File: src/rtl/sdram2m_responder.sv
`timescale 1ns/1ps
// sdram2m_responder: RAM-backed stand-in for the SDRAM controller's req/ack burst port,
// with settable read latency and emulated init and auto-refresh stalls.
module sdram2m_responder #(
    parameter int ADDR_W      = 8,
    parameter int CAS_LAT     = 3,
    parameter int INIT_CYCLES = 200,
    parameter int REF_PERIOD  = 780,
    parameter int REF_CYCLES  = 8
) (
    input  logic        clk,
    input  logic        rst_n,
    input  logic        sdram_wr_req,
    output logic        sdram_wr_ack,
    input  logic [19:0] sdram_wr_addr,
    input  logic [9:0]  sdram_wr_burst,
    input  logic [15:0] sdram_din,
    input  logic        sdram_rd_req,
    output logic        sdram_rd_ack,
    input  logic [19:0] sdram_rd_addr,
    input  logic [9:0]  sdram_rd_burst,
    output logic [15:0] sdram_dout,
    input  logic        block_auto_refresh,
    output logic        sdram_init_done
);

    localparam logic [2:0] S_INIT     = 3'd0;
    localparam logic [2:0] S_IDLE     = 3'd1;
    localparam logic [2:0] S_REFRESH  = 3'd2;
    localparam logic [2:0] S_WR_LAT   = 3'd3;
    localparam logic [2:0] S_WR_BURST = 3'd4;
    localparam logic [2:0] S_WR_TAIL  = 3'd5;
    localparam logic [2:0] S_RD_LAT   = 3'd6;
    localparam logic [2:0] S_RD_BURST = 3'd7;

    localparam int INIT_W   = $clog2(INIT_CYCLES + 1);
    localparam int REF_W    = $clog2(REF_PERIOD + 1);
    localparam int STALL_W  = $clog2(REF_CYCLES + 1);
    localparam int LAT_W    = $clog2(CAS_LAT + 1);
    localparam int LAT_LAST = (CAS_LAT >= 2) ? CAS_LAT - 2 : 0;
    localparam int REF_LAST = (REF_CYCLES >= 2) ? REF_CYCLES - 2 : 0;

    logic [2:0]         state;
    logic [INIT_W-1:0]  init_cnt;
    logic [REF_W-1:0]   ref_cnt;
    logic               ref_pending;
    logic [STALL_W-1:0] stall_cnt;
    logic [LAT_W-1:0]   lat_cnt;
    logic [9:0]         burst_len;
    logic [9:0]         word_cnt;
    logic [ADDR_W-1:0]  cur_addr;
    logic [ADDR_W-1:0]  wr_addr_d;
    logic               wr_we_d;
    logic               wr_arm;
    logic               rd_arm;
    logic               ref_take;
    logic               wr_accept;
    logic               rd_accept;
    logic               lat_done;
    logic               unused_addr_bits;
    logic [15:0]        mem [0:(2**ADDR_W)-1];

    assign unused_addr_bits = ^{sdram_wr_addr[19:ADDR_W], sdram_rd_addr[19:ADDR_W]};

    always_comb begin
        ref_take  = (state == S_IDLE) && ref_pending && !block_auto_refresh;
        wr_accept = (state == S_IDLE) && !ref_take && wr_arm && sdram_wr_req;
        rd_accept = (state == S_IDLE) && !ref_take && !wr_accept && rd_arm && sdram_rd_req;
        lat_done  = (lat_cnt == LAT_W'(LAT_LAST));
    end

    // An arm re-opens only after its request has been seen low, so a held req cannot retrigger.
    always_ff @(posedge clk or negedge rst_n) begin
        if (!rst_n) begin
            wr_arm <= 1'b1;
            rd_arm <= 1'b1;
        end else begin
            if (!sdram_wr_req)
                wr_arm <= 1'b1;
            else if (wr_accept)
                wr_arm <= 1'b0;
            if (!sdram_rd_req)
                rd_arm <= 1'b1;
            else if (rd_accept)
                rd_arm <= 1'b0;
        end
    end

    always_ff @(posedge clk or negedge rst_n) begin
        if (!rst_n) begin
            ref_cnt     <= '0;
            ref_pending <= 1'b0;
        end else if (sdram_init_done) begin
            if (ref_cnt == REF_W'(REF_PERIOD - 1)) begin
                ref_cnt     <= '0;
                ref_pending <= 1'b1;
            end else begin
                ref_cnt <= ref_cnt + 1'b1;
                if (ref_take)
                    ref_pending <= 1'b0;
            end
        end
    end

    // Write data arrives one cycle after its ack, so the address is delayed to match.
    always_ff @(posedge clk or negedge rst_n) begin
        if (!rst_n) begin
            wr_we_d   <= 1'b0;
            wr_addr_d <= '0;
        end else begin
            wr_we_d   <= sdram_wr_ack;
            wr_addr_d <= cur_addr;
        end
    end

    always_ff @(posedge clk) begin
        if (wr_we_d)
            mem[wr_addr_d] <= sdram_din;
    end

    // The refresh slot includes the IDLE cycle that follows it, so a waiting request sees REF_CYCLES extra cycles.
    always_ff @(posedge clk or negedge rst_n) begin
        if (!rst_n) begin
            state           <= S_INIT;
            init_cnt        <= '0;
            sdram_init_done <= 1'b0;
            stall_cnt       <= '0;
            lat_cnt         <= '0;
            burst_len       <= '0;
            word_cnt        <= '0;
            cur_addr        <= '0;
            sdram_wr_ack    <= 1'b0;
            sdram_rd_ack    <= 1'b0;
            sdram_dout      <= '0;
        end else begin
            case (state)
                S_INIT: begin
                    if (init_cnt == INIT_W'(INIT_CYCLES - 1)) begin
                        sdram_init_done <= 1'b1;
                        state           <= S_IDLE;
                    end else begin
                        init_cnt <= init_cnt + 1'b1;
                    end
                end
                S_IDLE: begin
                    if (ref_take) begin
                        state     <= S_REFRESH;
                        stall_cnt <= '0;
                    end else if (wr_accept) begin
                        cur_addr  <= sdram_wr_addr[ADDR_W-1:0];
                        burst_len <= (sdram_wr_burst == 10'd0) ? 10'd1 : sdram_wr_burst;
                        word_cnt  <= '0;
                        lat_cnt   <= '0;
                        if (CAS_LAT == 1) begin
                            state        <= S_WR_BURST;
                            sdram_wr_ack <= 1'b1;
                        end else begin
                            state <= S_WR_LAT;
                        end
                    end else if (rd_accept) begin
                        burst_len <= (sdram_rd_burst == 10'd0) ? 10'd1 : sdram_rd_burst;
                        word_cnt  <= '0;
                        lat_cnt   <= '0;
                        if (CAS_LAT == 1) begin
                            state        <= S_RD_BURST;
                            sdram_rd_ack <= 1'b1;
                            sdram_dout   <= mem[sdram_rd_addr[ADDR_W-1:0]];
                            cur_addr     <= sdram_rd_addr[ADDR_W-1:0] + 1'b1;
                        end else begin
                            state    <= S_RD_LAT;
                            cur_addr <= sdram_rd_addr[ADDR_W-1:0];
                        end
                    end
                end
                S_REFRESH: begin
                    if (stall_cnt == STALL_W'(REF_LAST))
                        state <= S_IDLE;
                    else
                        stall_cnt <= stall_cnt + 1'b1;
                end
                S_WR_LAT: begin
                    if (lat_done) begin
                        state        <= S_WR_BURST;
                        sdram_wr_ack <= 1'b1;
                    end else begin
                        lat_cnt <= lat_cnt + 1'b1;
                    end
                end
                S_WR_BURST: begin
                    cur_addr <= cur_addr + 1'b1;
                    if (word_cnt == burst_len - 10'd1) begin
                        sdram_wr_ack <= 1'b0;
                        state        <= S_WR_TAIL;
                    end else begin
                        word_cnt <= word_cnt + 10'd1;
                    end
                end
                S_WR_TAIL: begin
                    state <= S_IDLE;
                end
                S_RD_LAT: begin
                    if (lat_done) begin
                        state        <= S_RD_BURST;
                        sdram_rd_ack <= 1'b1;
                        sdram_dout   <= mem[cur_addr];
                        cur_addr     <= cur_addr + 1'b1;
                    end else begin
                        lat_cnt <= lat_cnt + 1'b1;
                    end
                end
                S_RD_BURST: begin
                    if (word_cnt == burst_len - 10'd1) begin
                        sdram_rd_ack <= 1'b0;
                        state        <= S_IDLE;
                    end else begin
                        word_cnt   <= word_cnt + 10'd1;
                        sdram_dout <= mem[cur_addr];
                        cur_addr   <= cur_addr + 1'b1;
                    end
                end
                default: begin
                    state <= S_INIT;
                end
            endcase
        end
    end

endmodule

File: config.mk
export PLATFORM = sky130hd
export DESIGN_NAME = sdram2m_responder
export DESIGN_NICKNAME = d
export VERILOG_FILES = /design/src/rtl/sdram2m_responder.sv
export SDC_FILE = /design/constraint.sdc
export NUM_CORES = 2
export LEC_CHECK = 0
export BUFFER_PORTS_ARGS = -buffer_cell sky130_fd_sc_hd__buf_2
export CAP_MARGIN = 10
export CORE_MARGIN = 4
export CORE_UTILIZATION = 63
export DETAILED_ROUTE_END_ITERATION = 10
export HOLD_SLACK_MARGIN = 0.05
export PLACE_DENSITY_LB_ADDON = 0.3
export SYNTH_ARGS = -nofsm -noshare
export SYNTH_HDL_FRONTEND = slang
export SYNTH_SLANG_ARGS = --single-unit
File: constraint.sdc
create_clock -name clk -period 3.2 [get_ports clk]
set_input_delay 0 -clock clk [delete_from_list [all_inputs] [get_ports clk]]
set_output_delay 0 -clock clk [all_outputs]
set_load 0.02 [all_outputs]
==> results.sh <==
export IMPL_worst_path_largest_cell_delay_ns=0.53
export IMPL_p_per_area_mw_per_mm2=577
export IMPL_async_reset_ff_share_pct=2.06
export IMPL_syn_nets=8419
export IMPL_synth_cells=8330
export IMPL_ys_warn_count=0
export IMPL_leakagePower_nw=58.7
export IMPL_dieWidth_um=516
export IMPL_yosys_top_cells_area="edfxtp_1 76%, mux4_2 7.0%, mux2i_1 6.9%, a22oi_1 2.0%, dfrtp_1 1.3%"
export IMPL_vias=91559
export IMPL_dp_cells=12166
export IMPL_fin_area_mm2=0.189
export IMPL_grt_max_degree=139
export IMPL_hold_path_class="input pin to register"
export IMPL_maxCapViolations=0
export IMPL_seq_area_frac_synth_pct=77.1
export IMPL_final_max_slew_viol_count=0
export IMPL_crit_buf_inv=4
export IMPL_via_per_inst=6.99
export IMPL_clk_path_buf_depth=4
export IMPL_cts_sinks=4182
export IMPL_path_max_fanout=11
export IMPL_postPlaceCellArea_mm2=0.173
export IMPL_finalNonFillerCells=13095
export IMPL_crit_chain="buf_4 -> and4b_1 -> buf_4 -> a22oi_1 -> nand4_1 -> nor3_1 -> buf_4 -> a211oi_2 -> buf_4 -> nor4_1 -> a21oi_1 -> o21ai_1"
export IMPL_met2_usage_pct=54.3
export IMPL_worst_clock_skew_ns=0.0688
export IMPL_synth_flop_cell="edfxtp_1"
export IMPL_initial_core_util_pct=63.3
export IMPL_required_ns=4.06
export IMPL_irDropWorstVdd_mv=0.603
export IMPL_place_ws_ns=-0.712
export IMPL_tightest_slew_ns=1.28
export IMPL_port_buffers=75
export IMPL_path_delay_family="simple AND/OR/NAND/NOR gates"
export IMPL_drc_errors=0
export IMPL_synth_top_cell_area_share_pct=75.7
export IMPL_syn_area_mm2=0.162
export IMPL_yosysTopAreaCell="edfxtp_1"
export IMPL_endpoint_kind="register"
export IMPL_clock_latency_ns=1.00
export IMPL_core_area_mm2=0.257
export IMPL_rsz0062_at_grt="true"
export IMPL_critPathKind="register to register"
export IMPL_yosys_register_bits=4182
export IMPL_antenna_found_initial=20
export IMPL_slowest_stage="dfrtp_4"
export IMPL_wirelength_mm=468
export IMPL_yosysMostFrequentCell="edfxtp_1"
export IMPL_whs_ns=0.121
export IMPL_fin_crit_ns=3.30
export IMPL_overflow=0
export IMPL_violations="negative setup slack"
export IMPL_wl_per_cell_um=35.7
export IMPL_crit_top_cell="buf_4"
export IMPL_finalSetupViolCount=10
export IMPL_cp_data_arrival_time_ns=4.16
export IMPL_slew_headroom_pct=14.7
export IMPL_period_share_pct=103
export IMPL_place_congestion=0.948
export IMPL_drive_gt1_share_pct=23.7
export IMPL_fin_setup_tns_ns=-0.511
export IMPL_firstDrtPassIters=6
export IMPL_syn2layout_area_growth_pct=16.6
export IMPL_final_hold_viol_count=0
export IMPL_use_met3_pct=8.64
export IMPL_yosysUniqueCellTypes=79
export IMPL_dp_hpwl_mm=271
export IMPL_ant_nets=0
export IMPL_path_clk_slew_ns=0.06
export IMPL_die_height_um=516
export IMPL_cts_root_buf="clkbuf_16"
export IMPL_syn_avg_cell_area_um2=19.5
export IMPL_rows=186
export IMPL_h_tree_depth=5
export IMPL_die_area_mm2=0.266
export IMPL_globalRouteMet1Util_pct=45.3
export IMPL_synth_edf_count=4096
export IMPL_grtUsageTotal_pct=34.7
export IMPL_grt_first_pass_wirelength_mm=656
export IMPL_drtIter0Drc=15006
export IMPL_nets=9457
export IMPL_top_usage_layer="met2"
export IMPL_timing_final_ws_setup_ns=-0.0975
export IMPL_ioPinCount=100
export IMPL_synth_common_cells="4,096 x edfxtp_1, 1,120 x mux2i_1, 503 x mux4_2"
export IMPL_cp_start_kind="register"
export IMPL_grt_pass1_vias=90588
export IMPL_status="finished, violations left"
export IMPL_cts_tree="built"
export IMPL_fmax_mhz=303
export IMPL_cts_made_buffers=411
placed cells by master, fill, tap and decap left out, types with 104 or more instances in the layout:
cell type  instances
nor2_1           333
clkbuf_16        432
a22oi_1          438
mux2i_1         1118
a21oi_1          160
mux4_2           503
nand4_1          108
nand2_1          210
buf_12           104
buf_4            772
edfxtp_1        4096
nand3_1          114
final cells by class:
type | instances | area (um^2)
sequential | 4182 | 125000
clock buffer | 518 | 10900
multi-input combinational | 3634 | 35500
clock inverter | 221 | 2290
tap | 3384 | 4230
inverter | 14 | 52.6
fill | 13667 | 67400
antenna | 17 | 42.5
timing repair buffer | 1125 | 11100
stage by stage:
step                      util [%]  power [mW]
after floorplan                  -        61.3
after global placement        67.4        62.3
after detailed placement      67.4        62.4
after CTS                     73.3         109
after global routing          73.7         112
final                         73.8         109
per-layer routing:
metal,part of all wire [%],vias up
met2,47,7500
met5,0.0092,-
met3,13,1439
met1,33,46265
li1,-,36349
met4,6.6,6
final timing paths:
path | start | to | slack, ns | depth (start not counted)
worst max-delay path | cur_addr[0] | sdram_dout[8] | -0.1 | 12
worst min-delay path | sdram_din[6] | mem[215][6] | 0.12 | 2
worst max register to register | cur_addr[0] | sdram_dout[8] | -0.1 | 12
worst min register to register | init_cnt[7] | init_cnt[7] | 0.48 | 1
max in group asynchronous | rst_n | sdram_dout[8] | 2.51 | 4
min in group asynchronous | rst_n | state[1] | 0.31 | 4
power breakdown:
part | switching [mW] | internal, mW
Clock | 20.2 | 27.7
Combinational | 1.09 | 0.204
Sequential | 0.0000000000000000327 | 60.1
Total | 21.3 | 88.0
registers in the layout, indices dropped and copies added (netlist names), 3 cells and up:
register    cells
ref_cnt        10
word_cnt       10
cur_addr        8
state           3
stall_cnt       4
burst_len      10
init_cnt        8
wr_addr_d       8
sdram_dout     16
mem          4096
cell families (layout without fill, tap and decap cells):
logic type,count (synthesis),after routing,share of synthesized area (%)
flops,4182,4182,77.1
fa+ha+maj,8,8,0.0616
xor+xnor,29,29,0.156
other cells,0,17,0
simple gates,967,967,2.81
buf+inv,514,1878,1.54
compound gates,977,977,4.27
mux,1653,1653,14.1
repair_timing:
item,4_1_cts,5_1_grt
buffers inserted,21,46
gates resized for setup,85,124
hold buffers,85,0
setup endpoints to repair,15,30
cloned,12,15
pin swaps,10,25
endpoints found under the hold margin,4056,0
No activity file was read; power rests on OpenSTA's default activity.
